==> src/rtl/dram_cmd_issuer.sv <==
// ---------------------------------------------------------------------------
// dram_cmd_issuer
//
// Purpose:
//   This block reads the head of the memory request queue and consumes it. It
//   decodes the byte address into bank group, bank, row and column. It then
//   issues one closed-page DRAM command sequence per request: ACT, then RD or
//   WR, then PRE. The gap between commands is counted in clk cycles. Requests
//   are handled strictly one at a time and in order.
//
// Handshake:
//   The queue head moves across when req_valid && req_ready are both high at a
//   rising clk edge, and only then. req_ready is combinational: it is high only
//   in IDLE and only once the free-running cycle counter has reached the
//   request's arrival time. The head is consumed exactly once. req_valid may
//   drop at any time and is ignored outside IDLE.
//
// Ports:
//   clk        in   DRAM command clock, all logic on posedge
//   rst        in   asynchronous active-high reset
//   req_valid  in   queue head holds a valid request
//   req_time   in   head request arrival time (clk cycles)
//   req_op     in   0=read, 1=write, 2=instruction fetch, others illegal
//   req_addr   in   byte address
//   req_ready  out  head is popped this cycle if req_valid is also high
//   cmd_valid  out  one-cycle command strobe
//   cmd_code   out  0=NOP 1=ACT 2=RD 3=WR 4=PRE
//   cmd_bg     out  bank group addr[7:6]
//   cmd_bank   out  bank addr[9:8]
//   cmd_row    out  row addr[31:17]
//   cmd_col    out  column {addr[16:10], addr[5:3]}
//   busy       out  high in every state except IDLE
//   op_err     out  one-cycle pulse after an illegal opcode is popped
//   dbg_state  out  current FSM state encoding, for observation only
// ---------------------------------------------------------------------------
module dram_cmd_issuer #(
    parameter int TIME_W  = 100,
    parameter int T_RCD   = 24,
    parameter int T_RP    = 24,
    parameter int T_RTP   = 12,
    parameter int T_CWL   = 20,
    parameter int T_BURST = 4,
    parameter int T_WR    = 20
) (
    input  logic              clk,
    input  logic              rst,
    input  logic              req_valid,
    input  logic [TIME_W-1:0] req_time,
    input  logic [31:0]       req_op,
    input  logic [31:0]       req_addr,
    output logic              req_ready,
    output logic              cmd_valid,
    output logic [2:0]        cmd_code,
    output logic [1:0]        cmd_bg,
    output logic [1:0]        cmd_bank,
    output logic [14:0]       cmd_row,
    output logic [9:0]        cmd_col,
    output logic              busy,
    output logic              op_err,
    output logic [2:0]        dbg_state
);

    localparam int CW = 16;

    // The down-counter is loaded with (spacing - 1) in the command cycle, so
    // the next command goes out exactly `spacing` cycles later.
    localparam logic [CW-1:0] LD_RCD  = CW'(T_RCD - 1);
    localparam logic [CW-1:0] LD_RTP  = CW'(T_RTP - 1);
    localparam logic [CW-1:0] LD_WPRE = CW'(T_CWL + T_BURST + T_WR - 1);
    localparam logic [CW-1:0] LD_RP   = CW'(T_RP - 1);

    localparam logic [2:0] C_NOP = 3'd0;
    localparam logic [2:0] C_ACT = 3'd1;
    localparam logic [2:0] C_RD  = 3'd2;
    localparam logic [2:0] C_WR  = 3'd3;
    localparam logic [2:0] C_PRE = 3'd4;

    typedef enum logic [2:0] {
        S_IDLE     = 3'd0,
        S_ACT      = 3'd1,
        S_WAIT_RCD = 3'd2,
        S_CAS      = 3'd3,
        S_WAIT_PRE = 3'd4,
        S_PRE      = 3'd5,
        S_WAIT_RP  = 3'd6
    } state_t;

    state_t            state_q;
    logic [TIME_W-1:0] cyc_q;
    logic [TIME_W-1:0] cyc_d;
    logic [CW-1:0]     cnt_q;
    logic [CW-1:0]     cnt_dec;
    logic              is_wr_q;
    logic              cmd_valid_q;
    logic [2:0]        cmd_code_q;
    logic [1:0]        bg_q;
    logic [1:0]        bank_q;
    logic [14:0]       row_q;
    logic [9:0]        col_q;
    logic              op_err_q;
    logic              accept;
    logic              unused_addr_bits;

    // The address bits below the burst granule do not select anything.
    assign unused_addr_bits = ^req_addr[2:0];

    assign cyc_d   = cyc_q + 1'b1;
    assign cnt_dec = cnt_q - 1'b1;

    assign req_ready = (state_q == S_IDLE) && (cyc_q >= req_time);
    assign accept    = req_valid && req_ready;

    always_ff @(posedge clk or posedge rst) begin
        if (rst) begin
            state_q     <= S_IDLE;
            cyc_q       <= '0;
            cnt_q       <= '0;
            is_wr_q     <= 1'b0;
            cmd_valid_q <= 1'b0;
            cmd_code_q  <= C_NOP;
            bg_q        <= '0;
            bank_q      <= '0;
            row_q       <= '0;
            col_q       <= '0;
            op_err_q    <= 1'b0;
        end else begin
            cyc_q       <= cyc_d;
            cmd_valid_q <= 1'b0;
            cmd_code_q  <= C_NOP;
            op_err_q    <= 1'b0;
            case (state_q)
                S_IDLE: begin
                    if (accept) begin
                        bg_q    <= req_addr[7:6];
                        bank_q  <= req_addr[9:8];
                        row_q   <= req_addr[31:17];
                        col_q   <= {req_addr[16:10], req_addr[5:3]};
                        is_wr_q <= (req_op == 32'd1);
                        if (req_op > 32'd2) begin
                            // Illegal request: drop it, flag it, stay idle.
                            op_err_q <= 1'b1;
                        end else begin
                            state_q     <= S_ACT;
                            cmd_valid_q <= 1'b1;
                            cmd_code_q  <= C_ACT;
                            cnt_q       <= LD_RCD;
                        end
                    end
                end
                S_ACT, S_WAIT_RCD: begin
                    if (cnt_q == '0) begin
                        state_q     <= S_CAS;
                        cmd_valid_q <= 1'b1;
                        cmd_code_q  <= is_wr_q ? C_WR : C_RD;
                        cnt_q       <= is_wr_q ? LD_WPRE : LD_RTP;
                    end else begin
                        state_q <= S_WAIT_RCD;
                        cnt_q   <= cnt_dec;
                    end
                end
                S_CAS, S_WAIT_PRE: begin
                    if (cnt_q == '0) begin
                        state_q     <= S_PRE;
                        cmd_valid_q <= 1'b1;
                        cmd_code_q  <= C_PRE;
                        cnt_q       <= LD_RP;
                    end else begin
                        state_q <= S_WAIT_PRE;
                        cnt_q   <= cnt_dec;
                    end
                end
                S_PRE, S_WAIT_RP: begin
                    if (cnt_q == '0) begin
                        state_q <= S_IDLE;
                    end else begin
                        state_q <= S_WAIT_RP;
                        cnt_q   <= cnt_dec;
                    end
                end
                default: state_q <= S_IDLE;
            endcase
        end
    end

    assign cmd_valid = cmd_valid_q;
    assign cmd_code  = cmd_code_q;
    assign cmd_bg    = bg_q;
    assign cmd_bank  = bank_q;
    assign cmd_row   = row_q;
    assign cmd_col   = col_q;
    assign busy      = (state_q != S_IDLE);
    assign op_err    = op_err_q;
    assign dbg_state = state_q;

endmodule

==> config.mk <==
export PLATFORM = sky130hd
export DESIGN_NAME = dram_cmd_issuer
export DESIGN_NICKNAME = d
export VERILOG_FILES = /design/src/rtl/dram_cmd_issuer.sv
export SDC_FILE = /design/constraint.sdc
export NUM_CORES = 1
export LEC_CHECK = 0
export CAP_MARGIN = 20
export CORE_MARGIN = 2
export CORE_UTILIZATION = 50
export CTS_BUF_LIST = sky130_fd_sc_hd__clkbuf_4 sky130_fd_sc_hd__clkbuf_8 sky130_fd_sc_hd__clkbuf_16
export DETAILED_ROUTE_END_ITERATION = 8
export GPL_TIMING_DRIVEN = 0
export PLACE_DENSITY = 0.81
export SLEW_MARGIN = 20
export SYNTH_ARGS = -nofsm -noshare
export SYNTH_HDL_FRONTEND = slang
export SYNTH_SLANG_ARGS = --single-unit
export TNS_END_PERCENT = 100
==> constraint.sdc <==
create_clock -name clk -period 5.8 [get_ports clk]
set_clock_uncertainty 0.15 [all_clocks]
set_input_delay 0.87 -clock clk [delete_from_list [all_inputs] [get_ports clk]]
set_output_delay 0.87 -clock clk [all_outputs]
set_load 0.05 [all_outputs]
# [Word level (Yosys, flattened, before mapping)]
# Cells that the tools add are included.
[totals] in_bits=167 wordCells=64 output_inout_bits=39 regBits=154
[classes] order_cmp=2 n_reduce_logical=13 mux=26 eq_ne=10 add_sub_neg=2
[ops] cell="100-bit by 1-bit adder with 100-bit output, second input constant" count=1
[ops] cell="100-bit greater-or-equal comparator" count=1
[ops] cell="16-bit two-way mux" count=5
[ops] cell="16-bit case mux with 4 select lines" count=1
[ops] cell="32-bit by 1-bit equality test with 1-bit output, second input constant" count=1
[ops] cell="32-bit by 2-bit greater-than comparator with 1-bit output, second input constant" count=1
[ops] cell="16-bit zero test" count=1
[ops] cell="16-bit by 1-bit subtractor with 16-bit output, second input constant" count=1
[ops] cell="3-bit two-way mux" count=4
[ops] cell="3-bit case mux with 4 select lines" count=1
[ops] cell="1-bit two-way mux" count=11
[ops] cell="3-bit equality test, second input constant" count=3
[ops] cell="3-bit case mux with 3 select lines" count=1
[ops] cell="3-bit by 2-bit equality test with 1-bit output, second input constant" count=2
[ops] cell="6-bit two-way mux" count=1
[ops] cell="2-bit != test, second input constant" count=3
[ops] cell="2-bit OR reduction" count=3
[ops] cell="2-bit AND reduction" count=2
[ops] cell="4-bit AND reduction" count=1
[ops] cell="4-bit nonzero test" count=1
[ops] cell="4-bit OR reduction" count=1
[ops] cell="3-bit by 1-bit equality test with 1-bit output, second input constant" count=1
[ops] cell="3-bit zero test" count=1
[ops] cell="3-bit nonzero test" count=1
[ops] cell="other kinds (3)" count=4

# [Longest topological paths before layout]
[depth] depth_word=5 ltp_mapped=12 mapped_depth_nobuf=11

# [Worst setup path before layout]
# Ideal clock, no wire load.
[synth_timing] kind="input to output" startpoint="input port req_time[73]" endpoint="output port req_ready" path_slack_ps=1844 path_buffers=0 required_ps=4780 t_arrival_ps=2936 stages=10 path_cell_list="inv_1 -> ha_1 -> nand4_1 -> nor4_1 -> nand3_1 -> o31ai_1 -> a31oi_1 -> nand2_1 -> nor2_1 -> nor2_1"
[synth_via] elab_chain_cells=2
[synth_lines] item="start: declaration" line_no="48" rtl="input logic [TIME_W-1:0] req_time,"
[synth_lines] item="100-bit greater-or-equal comparator" line_no="110" rtl="assign req_ready = (state_q == S_IDLE) && (cyc_q >= req_time);"
[synth_lines] item="1-bit logical AND" line_no="110"
[synth_lines] item="end: declaration" line_no="51" rtl="output logic req_ready,"
# Every way passes these cells.

# [Final worst setup path]
[layout_timing] startpoint="input port req_time[50]" endpoint="output port req_ready"
# Same word-level chain as after synthesis.

==> results.sh <==
export IMPL_cp_max_fo=4
export IMPL_holdPathStages=2
export IMPL_dp_cells=1418
export IMPL_ys_types=69
export IMPL_yosys_warnings=0
export IMPL_antenna_found_initial=0
export IMPL_fin_setup_tns_ps=0
export IMPL_hp_start="cnt_q[9]"
export IMPL_worst_slack_ps=307.2
export IMPL_grt_ovfl_total=0
export IMPL_dr_pass1_iters=5
export IMPL_wirelength_um=23130
export IMPL_cts_made_buffers=17
export IMPL_cts_tree="yes"
export IMPL_worstSetupEndpointType="primary output"
export IMPL_p_comb_frac=0.082
export IMPL_ys_flop_type="dfrtp_1"
export IMPL_antenna_diode_count=0
export IMPL_pre_cts_slack_ps=338.7
export IMPL_synth_cells=981
export IMPL_path_class="input port to primary output"
export IMPL_viasPerCell=5.418
export IMPL_postLayoutCoreUtil=0.6676
export IMPL_multi_input_area_um2=5154
export IMPL_design_area_um2=12490
export IMPL_setup_violations=0
export IMPL_p_sw_mw=0.5383
export IMPL_hold_buffers=0
export IMPL_seqCellArea_um2=3854
export IMPL_status="finished clean"
export IMPL_slew_violations=0
export IMPL_cts_buffer_depth=2
export IMPL_timing_rr_end="cnt_q[8]"
export IMPL_power_internal_mw=1.874
export IMPL_fin_crit_ps=5493
export IMPL_hold_path_class="flop to flop"
export IMPL_root_buffer="clkbuf_16"
export IMPL_num_rows=50
export IMPL_fin_cells=1450
export IMPL_start_util=0.5094
export IMPL_die_y_um=142.0
export IMPL_drtIter0Drc=412
export IMPL_grtUsageTotal=0.2375
export IMPL_leakage_nw=6.077
export IMPL_htree_levels=4
export IMPL_crit_required_ps=4780
export IMPL_grt_max_degree=90
export IMPL_port_buffers=202
export IMPL_dp_hpwl_um=18000
export IMPL_cap_viol_max_count=0
export IMPL_cts_setup_buffers=0
export IMPL_reg2reg_from="cyc_q[50]"
export IMPL_p_clk_frac=0.472
export IMPL_globalplace_congestion=0.8358
export IMPL_synth_seq_area_share=0.4045
export IMPL_cp_start_kind="input port"
export IMPL_die_w_um=142.0
export IMPL_syn_area_per_cell_um2=9.712
export IMPL_antenna_left=0
export IMPL_cts_sinks=154
export IMPL_cts_resized_gates=0
export IMPL_whs_ps=339.9
export IMPL_syn_area_um2=9528
export IMPL_grt_pass1_vias=8147
export IMPL_hold_viol=0
export IMPL_postPlaceCellArea_um2=11880
export IMPL_fill_cells=1462
export IMPL_tightest_slew_ps=667.6
export IMPL_clkLatencyLatePin_ps=420
export IMPL_whs_endpoint="cnt_q[9]"
export IMPL_layout_drive_gt1_share=0.08306
export IMPL_reg2reg_slack_ps=2270
export IMPL_detailroute_via_count=7856
export IMPL_clkTransAtPathRegs_ps=70
export IMPL_io_pins=206
export IMPL_timing_final_crit_share=0.9470
export IMPL_power_switching_share=0.2231
export IMPL_synth_seq_cells=154
export IMPL_detail_route_wl_per_cell_um=15.95
export IMPL_vdd_drop_max_v=0.0002171
export IMPL_finalPower_mw=2.413
export IMPL_rr_worst_depth=10
export IMPL_rsz0062_at_grt="no"
export IMPL_powerDensity_nw_per_um2=193.2
export IMPL_area_growth_pct=31.06
export IMPL_synth_edf_count=0
export IMPL_pwr_share_seq=0.445
export IMPL_core_area_um2=18710
export IMPL_grt_pass1_wl_um=38210
export IMPL_drc=0
export IMPL_max_freq_mhz=182.1
export IMPL_slew_headroom=0.5509
export IMPL_die_area_um2=20180
export IMPL_async_reset_ff_frac=1.000
export IMPL_crit_arrival_ps=4470
export IMPL_syn_nets=1250
export IMPL_nNetsFinal=1472
## how the worst max path moves through the flow
stage / startpoint / end / slack [ps] / cells after the start
floorplan: rst / cmd_bank[0] / 630 / 1
global placement: rst / cyc_q[93] / -1490 / 2
detailed placement: req_time[50] / req_ready / 340 / 12
CTS: req_time[50] / req_ready / 310 / 12
global route: req_time[50] / req_ready / 150 / 12
finish: req_time[50] / req_ready / 310 / 12
## logic make-up after synthesis
kind of cell / count (synthesis) / share of synthesized area
AO/OA/AOI/OAI: 130 / 0.08759
XOR/XNOR: 99 / 0.09100
adder cells (fa/ha/maj): 103 / 0.1354
buffers and inverters: 132 / 0.05463
flip-flops: 154 / 0.4045
multiplexers: 32 / 0.03756
AND/OR/NAND/NOR: 331 / 0.1894
## flip-flops by register name, summed over array words and instances (netlist names)
signal	cells
cyc_q	100
cnt_q	16
cmd_row	15
cmd_col	10
cmd_code	3
dbg_state	3
cmd_bank	2
cmd_bg	2
cmd_valid	1
is_wr_q	1
op_err	1
## Yosys cell counts (all sizes together), types with 2 or more instances
cell     instances  area [µm²]
ha             102        1276
a22oi            2       15.01
a2111oi          2       36.29
dfrtp          154        3854
nand2           88       340.3
mux2i            2       20.02
nand3           52       265.3
and4            12       105.1
o211ai           3       27.52
and2             7       46.30
mux2            30       337.8
o31a             2       17.52
nand4           43       269.0
inv            116       435.4
or3              3       20.02
nor2            48       187.7
nand2b           5       38.78
o21ai           26       133.9
a41oi            5       43.79
nor3            23       152.7
nor2b            3       18.77
a221oi           2       17.52
a31oi            4       25.02
o22ai            2       12.51
a211oi           4       35.03
a21oi           53       265.3
and3            27       185.2
o31ai            7       52.55
clkbuf           6       23.77
xnor2           85       744.5
buf             10       61.30
xor2            14       122.6
nor4            14       108.9
a21o            11       82.58
## cell usage in the layout (no fill, tap or decap), types with 30 or more instances in the layout
master,instances
inv_1,115
mux2_2,30
nor2_1,47
clkdlybuf4s50_1,202
dfrtp_1,154
nand3_1,51
xnor2_1,85
nand4_1,43
a21oi_1,53
nand2_1,86
ha_1,102
## critical path: stages
cell,delay (ps)
clkdlybuf4s50_1,490
inv_1,50
ha_1,310
nand4_1,170
nor4_1,650
nand3_1,170
o31ai_1,430
a31oi_1,170
nand2_1,150
nor2_1,80
nor2_1,90
clkdlybuf4s50_1,830
## routing by layer
layer	track usage	vias up	wire [µm]	part of all wire
li1	-	3877	-	-
met1	0.3091	3763	10300	0.45
met2	0.3949	179	11210	0.48
met3	0.05249	37	1129	0.049
met4	0.07842	0	485	0.021
met5	0	-	0	0
## layout make-up
cell class,count,area share
multi-input combinational,695,0.4127
timing repair buffer,203,0.1641
tap,234,0.02345
clock buffer,21,0.03798
clock inverter,11,0.01082
buffer,16,0.006814
sequential,154,0.3086
inverter,116,0.03547
## power by group through the flow
stage          Combinational, mW  Sequential [mW]  Clock [mW]
2_1_floorplan             0.0632             1.09           0
3_3_place_gp               0.192             1.09           0
3_5_place_dp               0.200             1.09           0
4_1_cts                    0.201             1.07        1.16
5_1_grt                    0.222             1.07        1.20
6_report                   0.199             1.07        1.14
Note: power is estimated with default switching activity, not from simulation.
